File: src/rtl/led_chase_monitor.sv
// ---------------------------------------------------------------------------------------------
// led_chase_monitor
//
// Receive-side checker for a right-shift LED chaser. On every qualified clock edge (En=1) the
// LED bus is decoded into a position, checked against the expected next step of the chase
// sequence 1000_0000 -> 0100_0000 -> ... -> 0000_0001 -> 0000_0000 -> 1000_0000 and the
// status outputs/counters are updated. All outputs are registered.
//
// Parameters:
//   WIDTH  number of LEDs on the observed bus
//   POS_W  width of the position output (2**POS_W must exceed WIDTH)
//   LAP_W  lap counter width (wraps)
//   ERR_W  error counter width (saturates)
//
// Ports:
//   Clk        in   rising-edge clock
//   RST        in   asynchronous active-high reset
//   En         in   sample qualifier
//   Clr        in   synchronous clear of Lap_cnt and Err_cnt
//   LED_in     in   observed LED bus, MSB is the first lit LED
//   Pos        out  decoded position: 0 = MSB lit, WIDTH-1 = LSB lit, WIDTH = all off
//   Valid_pat  out  last sample was one-hot or all-zero
//   Locked     out  monitor is tracking the sequence
//   Lap_pulse  out  one-cycle pulse on lap completion
//   Err_pulse  out  one-cycle pulse on a sequence error while locked
//   Lap_cnt    out  completed laps, modulo 2**LAP_W
//   Err_cnt    out  errors, saturating at all-ones
// ---------------------------------------------------------------------------------------------

module led_chase_monitor #(
    parameter int unsigned WIDTH = 8,
    parameter int unsigned POS_W = 4,
    parameter int unsigned LAP_W = 8,
    parameter int unsigned ERR_W = 8
) (
    input  logic             Clk,
    input  logic             RST,
    input  logic             En,
    input  logic             Clr,
    input  logic [WIDTH-1:0] LED_in,
    output logic [POS_W-1:0] Pos,
    output logic             Valid_pat,
    output logic             Locked,
    output logic             Lap_pulse,
    output logic             Err_pulse,
    output logic [LAP_W-1:0] Lap_cnt,
    output logic [ERR_W-1:0] Err_cnt
);

    typedef enum logic [0:0] {
        StUnlocked = 1'b0,
        StLocked   = 1'b1
    } state_e;

    localparam logic [POS_W-1:0] PosOff  = POS_W'(WIDTH);
    localparam logic [WIDTH-1:0] LedMsb  = {1'b1, {(WIDTH-1){1'b0}}};
    localparam logic [ERR_W-1:0] ErrMax  = {ERR_W{1'b1}};

    // State and registered outputs
    state_e             r_state;
    logic [POS_W-1:0]   r_pos;
    logic               r_valid;
    logic               r_lap_pulse;
    logic               r_err_pulse;
    logic [LAP_W-1:0]   r_lap_cnt;
    logic [ERR_W-1:0]   r_err_cnt;

    // Next-state values
    state_e             w_state_d;
    logic [POS_W-1:0]   w_pos_d;
    logic               w_valid_d;
    logic               w_lap_pulse_d;
    logic               w_err_pulse_d;
    logic [LAP_W-1:0]   w_lap_cnt_d;
    logic [ERR_W-1:0]   w_err_cnt_d;

    // Decode
    logic [POS_W-1:0]   w_dec_pos;
    logic               w_legal;
    logic               w_is_msb;
    logic [POS_W-1:0]   w_expected;
    logic               w_match;

    // Clearing the lowest set bit leaves zero only for one-hot or all-zero buses.
    assign w_legal  = ((LED_in & (LED_in - WIDTH'(1))) == '0);
    assign w_is_msb = (LED_in == LedMsb);

    // Position of the set bit counted from the MSB. Only meaningful when w_legal is high.
    always_comb begin
        w_dec_pos = PosOff;
        for (int i = 0; i < int'(WIDTH); i++) begin
            if (LED_in[i]) begin
                w_dec_pos = POS_W'(int'(WIDTH) - 1 - i);
            end
        end
    end

    // After all-off the chase restarts at the MSB.
    assign w_expected = (r_pos == PosOff) ? '0 : r_pos + POS_W'(1);
    assign w_match    = w_legal && (w_dec_pos == w_expected);

    // Next-state logic
    always_comb begin
        w_state_d     = r_state;
        w_pos_d       = r_pos;
        w_valid_d     = r_valid;
        w_lap_pulse_d = 1'b0;
        w_err_pulse_d = 1'b0;
        w_lap_cnt_d   = r_lap_cnt;
        w_err_cnt_d   = r_err_cnt;

        if (En) begin
            w_valid_d = w_legal;
            unique case (r_state)
                StUnlocked: begin
                    if (w_legal) begin
                        w_pos_d = w_dec_pos;
                    end
                    if (w_is_msb) begin
                        w_state_d = StLocked;
                    end
                end
                StLocked: begin
                    if (w_match) begin
                        w_pos_d = w_expected;
                        // Only the all-off -> MSB step closes a lap.
                        if (r_pos == PosOff) begin
                            w_lap_pulse_d = 1'b1;
                            w_lap_cnt_d   = r_lap_cnt + LAP_W'(1);
                        end
                    end else begin
                        w_err_pulse_d = 1'b1;
                        if (r_err_cnt != ErrMax) begin
                            w_err_cnt_d = r_err_cnt + ERR_W'(1);
                        end
                        if (w_is_msb) begin
                            // Chaser restarted mid-lap: resynchronise without dropping lock.
                            w_pos_d = '0;
                        end else begin
                            w_state_d = StUnlocked;
                            if (w_legal) begin
                                w_pos_d = w_dec_pos;
                            end
                        end
                    end
                end
                default: begin
                    w_state_d = StUnlocked;
                end
            endcase
        end

        // Clear wins over any increment computed above; pulses are unaffected.
        if (Clr) begin
            w_lap_cnt_d = '0;
            w_err_cnt_d = '0;
        end
    end

    always_ff @(posedge Clk or posedge RST) begin
        if (RST) begin
            r_state     <= StUnlocked;
            r_pos       <= '0;
            r_valid     <= 1'b0;
            r_lap_pulse <= 1'b0;
            r_err_pulse <= 1'b0;
            r_lap_cnt   <= '0;
            r_err_cnt   <= '0;
        end else begin
            r_state     <= w_state_d;
            r_pos       <= w_pos_d;
            r_valid     <= w_valid_d;
            r_lap_pulse <= w_lap_pulse_d;
            r_err_pulse <= w_err_pulse_d;
            r_lap_cnt   <= w_lap_cnt_d;
            r_err_cnt   <= w_err_cnt_d;
        end
    end

    assign Pos       = r_pos;
    assign Valid_pat = r_valid;
    assign Locked    = (r_state == StLocked);
    assign Lap_pulse = r_lap_pulse;
    assign Err_pulse = r_err_pulse;
    assign Lap_cnt   = r_lap_cnt;
    assign Err_cnt   = r_err_cnt;

endmodule
File: config.mk
export PLATFORM = sky130hd
export DESIGN_NAME = led_chase_monitor
export DESIGN_NICKNAME = d
export VERILOG_FILES = /design/src/rtl/led_chase_monitor.sv
export SDC_FILE = /design/constraint.sdc
export NUM_CORES = 1
export LEC_CHECK = 0
export ABC_AREA = 1
export CORE_MARGIN = 10
export CORE_UTILIZATION = 40
export DETAILED_ROUTE_END_ITERATION = 6
export GPL_ROUTABILITY_DRIVEN = 0
export PLACE_DENSITY = 0.65
export REMOVE_ABC_BUFFERS = 1
export SYNTH_ARGS = -nofsm -noshare
export SYNTH_HDL_FRONTEND = slang
export SYNTH_SLANG_ARGS = --single-unit
File: constraint.sdc
create_clock -name Clk -period 1.9 [get_ports Clk]
set_input_delay 0.19 -clock Clk [delete_from_list [all_inputs] [get_ports Clk]]
set_output_delay 0.19 -clock Clk [all_outputs]
set_load 0.005 [all_outputs]
=== Word-level counts from Yosys, hierarchy flattened ===
Cells that the tools add are included.

* Bits of input ports: 12
* Output and inout bits: 24
* Logic and storage cells: 60
* Bits in registers: 24

* Equality and inequality tests: 5
* Bitwise logic cells: 2
* Reduce and logical (&&, ||, !) cells: 9
* Mux-type cells: 33
* Add/sub/neg operators: 4

{| class="wikitable"
|+ Operator list
! operator !! number
|-
| $mux W8 || 10
|-
| $mux W4 || 12
|-
| $add A8 B1 Y8 const B || 2
|-
| $reduce_bool A2 Y1 || 5
|-
| $mux W1 || 9
|-
| $and A8 B8 Y8 || 1
|-
| $eq A8 B8 Y1 const B || 1
|-
| $logic_not A8 Y1 || 1
|-
| $ne A8 B8 Y1 const B || 1
|-
| $pmux W4 S2 || 1
|-
| $reduce_and A4 Y1 || 2
|-
| $sub A8 B1 Y8 const B || 1
|-
| $add A4 B1 Y4 const B || 1
|-
| $eq A4 B4 Y1 || 1
|-
| $eq A4 B4 Y1 const B || 1
|-
| $ne A2 B2 Y1 const B || 1
|-
| $pmux W1 S2 || 1
|-
| $logic_and A1 B1 Y1 || 1
|-
| $not A1 Y1 || 1
|}

=== Longest topological paths before layout ===
* Depth in word-level cells: 14
* Depth in mapped cells: 14
* Mapped depth without buffers: 14

=== Worst setup path before layout ===
Ideal clock, no wire load.

* Path kind: register -> register
* Start point: reg r_pos[0] (netlist: Pos[0])
* End point: reg r_lap_cnt[2] (netlist: Lap_cnt[2])
* Path slack: 180 ps
* Buffers on the path: 0
* Required time: 1782 ps
* Clock period less this slack: 1720 ps
* Cell stages (with the launch flop): 14
* Setup time: 118 ps
* Arrival time: 1602 ps
* Cells stage by stage: dfrtp_1 inv_1 ha_1 nand3_2 nand3_1 nand2_1 nand2_1 nand2_1 nor2_4 nand3_4 nand2_4 nand3_4 nand2_1 nand2_1

* Longest elaborated chain between the ends: 6
* Elaborated cells on any way between the ends: 8
* Those cells by class: 1 x add/sub; 2 x eq/ne; 1 x mux; 4 x reduce/logical

{| class="wikitable"
|+ RTL lines
! item !! line !! text
|-
| from (decl) || 61 || <nowiki>logic [POS_W-1:0] r_pos;</nowiki>
|-
| from (signal assigned) || 171 || <nowiki>r_pos <= w_pos_d;</nowiki>
|-
| $add A4 B1 Y4 or $eq A4 B4 Y1 (tied branches) || 99, 127 ||
|-
| $mux W4 || 99 || <nowiki>assign w_expected = (r_pos == PosOff) ? '0 : r_pos + POS_W'(1);</nowiki>
|-
| $eq A4 B4 Y1 || 100 || <nowiki>assign w_match = w_legal && (w_dec_pos == w_expected);</nowiki>
|-
| $logic_and A1 B1 Y1 || 100 ||
|-
| $reduce_bool A2 Y1 (no source line) || n/a ||
|-
| $reduce_and A4 Y1 (no source line) (*) || n/a ||
|-
| to (signal assigned) || 175 || <nowiki>r_lap_cnt <= w_lap_cnt_d;</nowiki>
|-
| to (decl) || 65 || <nowiki>logic [LAP_W-1:0] r_lap_cnt;</nowiki>
|}

Mark *: on every way between the ends. The rest lies on a longest branch, timed or not.
A chain may end at the register's enable or synchronous reset.

=== Worst setup path after layout ===
* Start point: reg r_pos[1] (netlist: Pos[1])
* End point: reg r_lap_cnt[4] (netlist: Lap_cnt[4])

The elaborated chain is that of the path after synthesis.

==> results.tsv <==
metric	value	unit
fmax	535.5	MHz
grt_setup_unrepaired	true	
seq_area_frac_synth	34.78	%
cts_buffer_depth	2	
ys_warn_count	0	
grt_pass1_wl	7.017	mm
vias_per_cell	4.827	
status	complete, no violations	
overflow	0	
antenna_left	0	
multi_input_area	0.001039	sq mm
drtPass1Iterations	4	
wl_per_cell	12.03	um
fp.dieW	85.70	um
n_antenna_cell	0	
vias	1675	
cts_root_buf	clkbuf_8	
crit_type	reg2reg	
core_area	0.004086	sq mm
drcViolationCount	0	
stdcell_count	347	
final_max_slew_viol_count	0	
cts-htree-levels	1	
worstMarginPinSlew	0.2981	ns
setup_viol	0	
total_power	1.408	mW
drt_iter0_drc	52	
antenna_found_initial	0	
startpoint	Pos[1]	
synth_top_cell_by_area	dfrtp_1	
max-cap-violations	0	
cp_data_required_time	2.06	ns
syn_area_per_cell	7.285	sq um
synth.area.top_cells	dfrtp_1 35%, nand2_1 16%, nand3_1 6.1%, inv_1 5.7%, nor2_4 4.6%	
relSlewSlack	79.97	%
synth_common_cells	75 x nand2_1, 26 x inv_1, 24 x dfrtp_1	
synth_top_cell_area_share	34.78	%
cp.arrival	2.03	ns
syn_inst	237	
placedCellCount	338	
place_hpwl	3.269	mm
grt_util_all_layers	11.12	%
syn_to_final_growth	40.44	%
netlist_area	0.001727	sq mm
nets	314	
cts.sinks	24	
cts_hold_buf	0	
cts_buffers	3	
min_period_over_period	98.29	%
first_global_vias	1556	
leakage	1.212	nW
fill_cells	382	
r2r-start	Pos[1]	
synth.most_common_cell	nand2_1	
cp-start-kind	flop	
die-area	0.007344	sq mm
initial_core_util	42.25	%
rows	23	
timing_hold_violations_final	0	
p_per_area	580.7	mW/mm^2
tns	0	ns
end_kind	flop	
final-seq-area	601.8	sq um
hp-class	in2async	
period_needed	1.867	ns
drive_gt1_share	20.20	%
synth_edf_count	0	
io_pins	36	
cts_tree	yes	
async_flop_share	100.0	%
synth.distinct_cells	27	
grt_max_degree	25	
worstPathMaxFanout	7	
ys_ff_latch	24	
finalWirelength	4.176	mm
synthFlopType	dfrtp_1	
cts.clk_slew.worst_paths	0.09	ns
clk_latency	0.27	ns
skew	0.006692	ns
port-buffer-count	35	
fp.dieH	85.70	um
vdd_ir_drop_max	0.0003146	V
## layout make-up
class                      instances  share of cell area (%)
multi-input combinational        179                   42.83
clock buffer                       3                   1.703
inverter                          31                   4.799
clock inverter                     1                   1.238
tap                               50                   2.580
sequential                        24                   24.82
timing repair buffer              59                   22.03
## worst paths after layout
| kind | to | slack [ns] | depth (start not counted) |
|---|---|---|---|
| hold reg to reg | Valid_pat | 0.49 | 2 |
| setup / recovery | Lap_cnt[4] | 0.03 | 11 |
| hold / removal | Err_cnt[2] | 0.26 | 3 |
| max in group asynchronous | Pos[1] | 1.38 | 3 |
| min in group Clk | Valid_pat | 0.49 | 2 |
| setup reg to reg | Lap_cnt[4] | 0.03 | 11 |
## critical path: stages (launching register included)
cell and delay, ns:
dfrtp_2 0.44, buf_6 0.14, ha_4 0.15, or2_1 0.22
nand4_1 0.09, nand2_2 0.08, nor2_4 0.14, nand3_4 0.12
nand2_4 0.13, nand3_4 0.10, nand2_1 0.09, nand2_1 0.06
## through the flow
stage | worst slack (ns) | area [sq um] | hold WS, ns | utilization (%)
global route | -0.03230 | 2425 | 0.2982 | 59.34
finish | 0.03251 | 2425 | 0.2600 | 59.34
global placement | -0.07163 | 2266 | 0.4706 | 55.45
CTS | 0.02359 | 2337 | 0.2732 | 57.20
floorplan | 0.1720 | 1710 | 0.2046 | -
detailed placement | -0.09392 | 2266 | 0.4776 | 55.45
## cells by family (layout without fill, tap and decap cells)
group,Yosys count,in the layout,synth area share (%)
fa+ha+maj,4,4,2.899
buf+inv,34,94,7.680
compound gates,15,15,4.565
xor+xnor,10,10,5.073
simple gates,150,150,45.00
flops,24,24,34.78
## what timing repair did
item,CTS,global route
endpoints found under the setup margin,0,18
setup buffers,0,5
resized for setup,0,13
## metal layers
layer | part of all wire [%] | wire length (um) | track usage [%] | up-vias
met5 | 0 | 0 | 0 | -
li1 | - | - | - | 881
met1 | 47 | 1947 | 13.58 | 763
met4 | 0.53 | 22 | 3.144 | 0
met2 | 48 | 1989 | 18.46 | 29
met3 | 5.2 | 217 | 3.217 | 2
## power by group
part | total, mW | switching, mW | internal [mW] | leakage (nW)
Combinational | 0.388 | 0.199 | 0.189 | 0.848
Sequential | 0.571 | 0.0353 | 0.536 | 0.328
Clock | 0.449 | 0.168 | 0.282 | 0.0357
Total | 1.41 | 0.402 | 1.01 | 1.21
## cell usage in the layout (no fill, tap or decap), types with 5 or more instances in the layout
cell and count:
buf_4 23, clkdlybuf4s50_1 35, dfrtp_1 23, inv_1 24, inv_2 6, nand2_1 72, nand3_1 20, nand3b_1 5
nand4_1 11, nor2_1 16, nor2_4 7, o21ai_0 10, xor2_1 9
## flip-flops by register name, indices dropped and copies added, names as in the netlist
signal,count
Lap_cnt,8
Valid_pat,1
Locked,1
Err_pulse,1
Pos,4
Lap_pulse,1
Err_cnt,8
Note: power is estimated with default switching activity, not from simulation.
==> variant: new RTL, same settings <==
The parameter `POS_W` goes from 4 to 6.
--- a/src/rtl/led_chase_monitor.sv
+++ b/src/rtl/led_chase_monitor.sv
@@ -30,5 +30,5 @@
 module led_chase_monitor #(
     parameter int unsigned WIDTH = 8,
-    parameter int unsigned POS_W = 4,
+    parameter int unsigned POS_W = 6,
     parameter int unsigned LAP_W = 8,
     parameter int unsigned ERR_W = 8
Ports: changed (resized Pos); port bits go from 36 to 38. The function was not compared with the original's and may differ.
==> variant against the unedited design <==
- sequential power is 4.7% higher
- first-iteration DRC count increased by 7.7%
- via count is 12% higher
- hold slack gained 0.0030 ns
- power up 7.5%
- critical path depth grew 2
- sequential share of layout area decreased by 1.4 points
- setup slack improved by 0.048 ns
- wire length grew 15%
- count of clock-buffer cells in the layout unchanged
- final area grew 15%
- clock power up 6.0%
- sequential cell count increased by 2
- synthesized area increased by 14%
==> variant: results (changes against the unedited design) <==
Outcome -> completed
Slew @ Worst Pin -> 0.326 ns (+0.0274 ns)
Cells after Synth -> 271 (+14%)
Cell variety after synth -> 29 (+7.4%)
Worst Clk Skew -> 0.0103 ns (+0.00358 ns)
R2R depth -> 13 (+2)
GRT Resource Usage Total -> 11.7% (+0.60 points)
Met2 wire length -> 2.23 mm (+12%)
Top cells by area, synth -> dfrtp_1 (33%), nand2_1 (14%), inv_1 (7.8%)
CP Max Fanout -> 3 (-4)
Reg2reg end -> Err_cnt[0]
WL met1 -> 2.30 mm (+18%)
Routed vias/inst -> 4.65 (-3.7%)
Share of cells above drive strength 1 -> 25.0% (+4.8 points)
Leakage -> 0.00142 uW (+17%)
Total Wirelength -> 4.82 mm (+15%)
Top cells by count, synth -> nand2_1 (71), inv_1 (41), dfrtp_1 (26)
DP Worst Slack -> -0.104 ns (-0.0103 ns)
Drt first pass iters -> 5 (+1)
Routed length on met3 -> 253 microns (+17%)
Fin nets -> 353 (+12%)
Largest net degree at the start of global routing -> 27 (+8.0%)
First-pass GRT wire length -> 8.34 mm (+19%)
Vias after detailed routing -> 1873 (+12%)
Max frequency -> 549 MHz (+2.6%)
Register area share after synthesis -> 33.0% (-1.8 points)
[variant: worst reg2reg max path, delay by kind of cell (launching register included)]
kind | cells | cell delay [ns]
xor gates and xnor gates | 1 | 0.14
adders and majority gates | 1 | 0.17
buffers and inverters | 1 | 0.13
DFF | 1 | 0.43
and+or+nand+nor | 10 | 0.84
[variant: kinds of logic (layout without fill, tap and decap cells)]
family                     after synthesis  in the layout  synth area share, %
and+or+nand+nor                        165            165                 45.6
xor gates and xnor gates                12             12                 5.33
AOI/OAI and AO/OA                       15             15                 3.80
adders and majority gates                4              4                 2.54
DFF                                     26             26                 33.0
buffers and inverters                   49            114                 9.77
[variant: area by class of cell]
cell class                 instances  area (sq um)
fill                             436          1970
clock buffer                       3          41.3
sequential                        26           653
clock inverter                     1          30.0
timing repair buffer              66           596
multi-input combinational        196          1210
inverter                          44           170
tap                               67          83.8
[variant: routing by layer]
metal,up-vias,track usage [%]
met1,840,14.5
li1,997,-
met2,32,19.7
met3,4,3.08
met4,0,2.92
met5,-,0
[variant: power by group through the flow]
stage          combinational [uW]  sequential (uW)  clock, uW
2_1_floorplan                 219              604          0
3_3_place_gp                  376              602          0
3_5_place_dp                  379              603          0
4_1_cts                       383              592        486
5_1_grt                       486              601        504
6_report                      439              598        476
[variant: per-stage QoR]
| step | power (uW) | hold slack, ns | util, % | setup TNS [ns] |
|---|---|---|---|---|
| floorplan | 823 | 0.230 | - | 0 |
| global placement | 978 | 0.488 | 54.8 | -1.18 |
| detailed placement | 981 | 0.476 | 54.8 | -1.56 |
| CTS | 1460 | 0.278 | 56.3 | 0 |
| global route | 1590 | 0.296 | 58.6 | -0.163 |
| finish | 1510 | 0.263 | 58.6 | 0 |
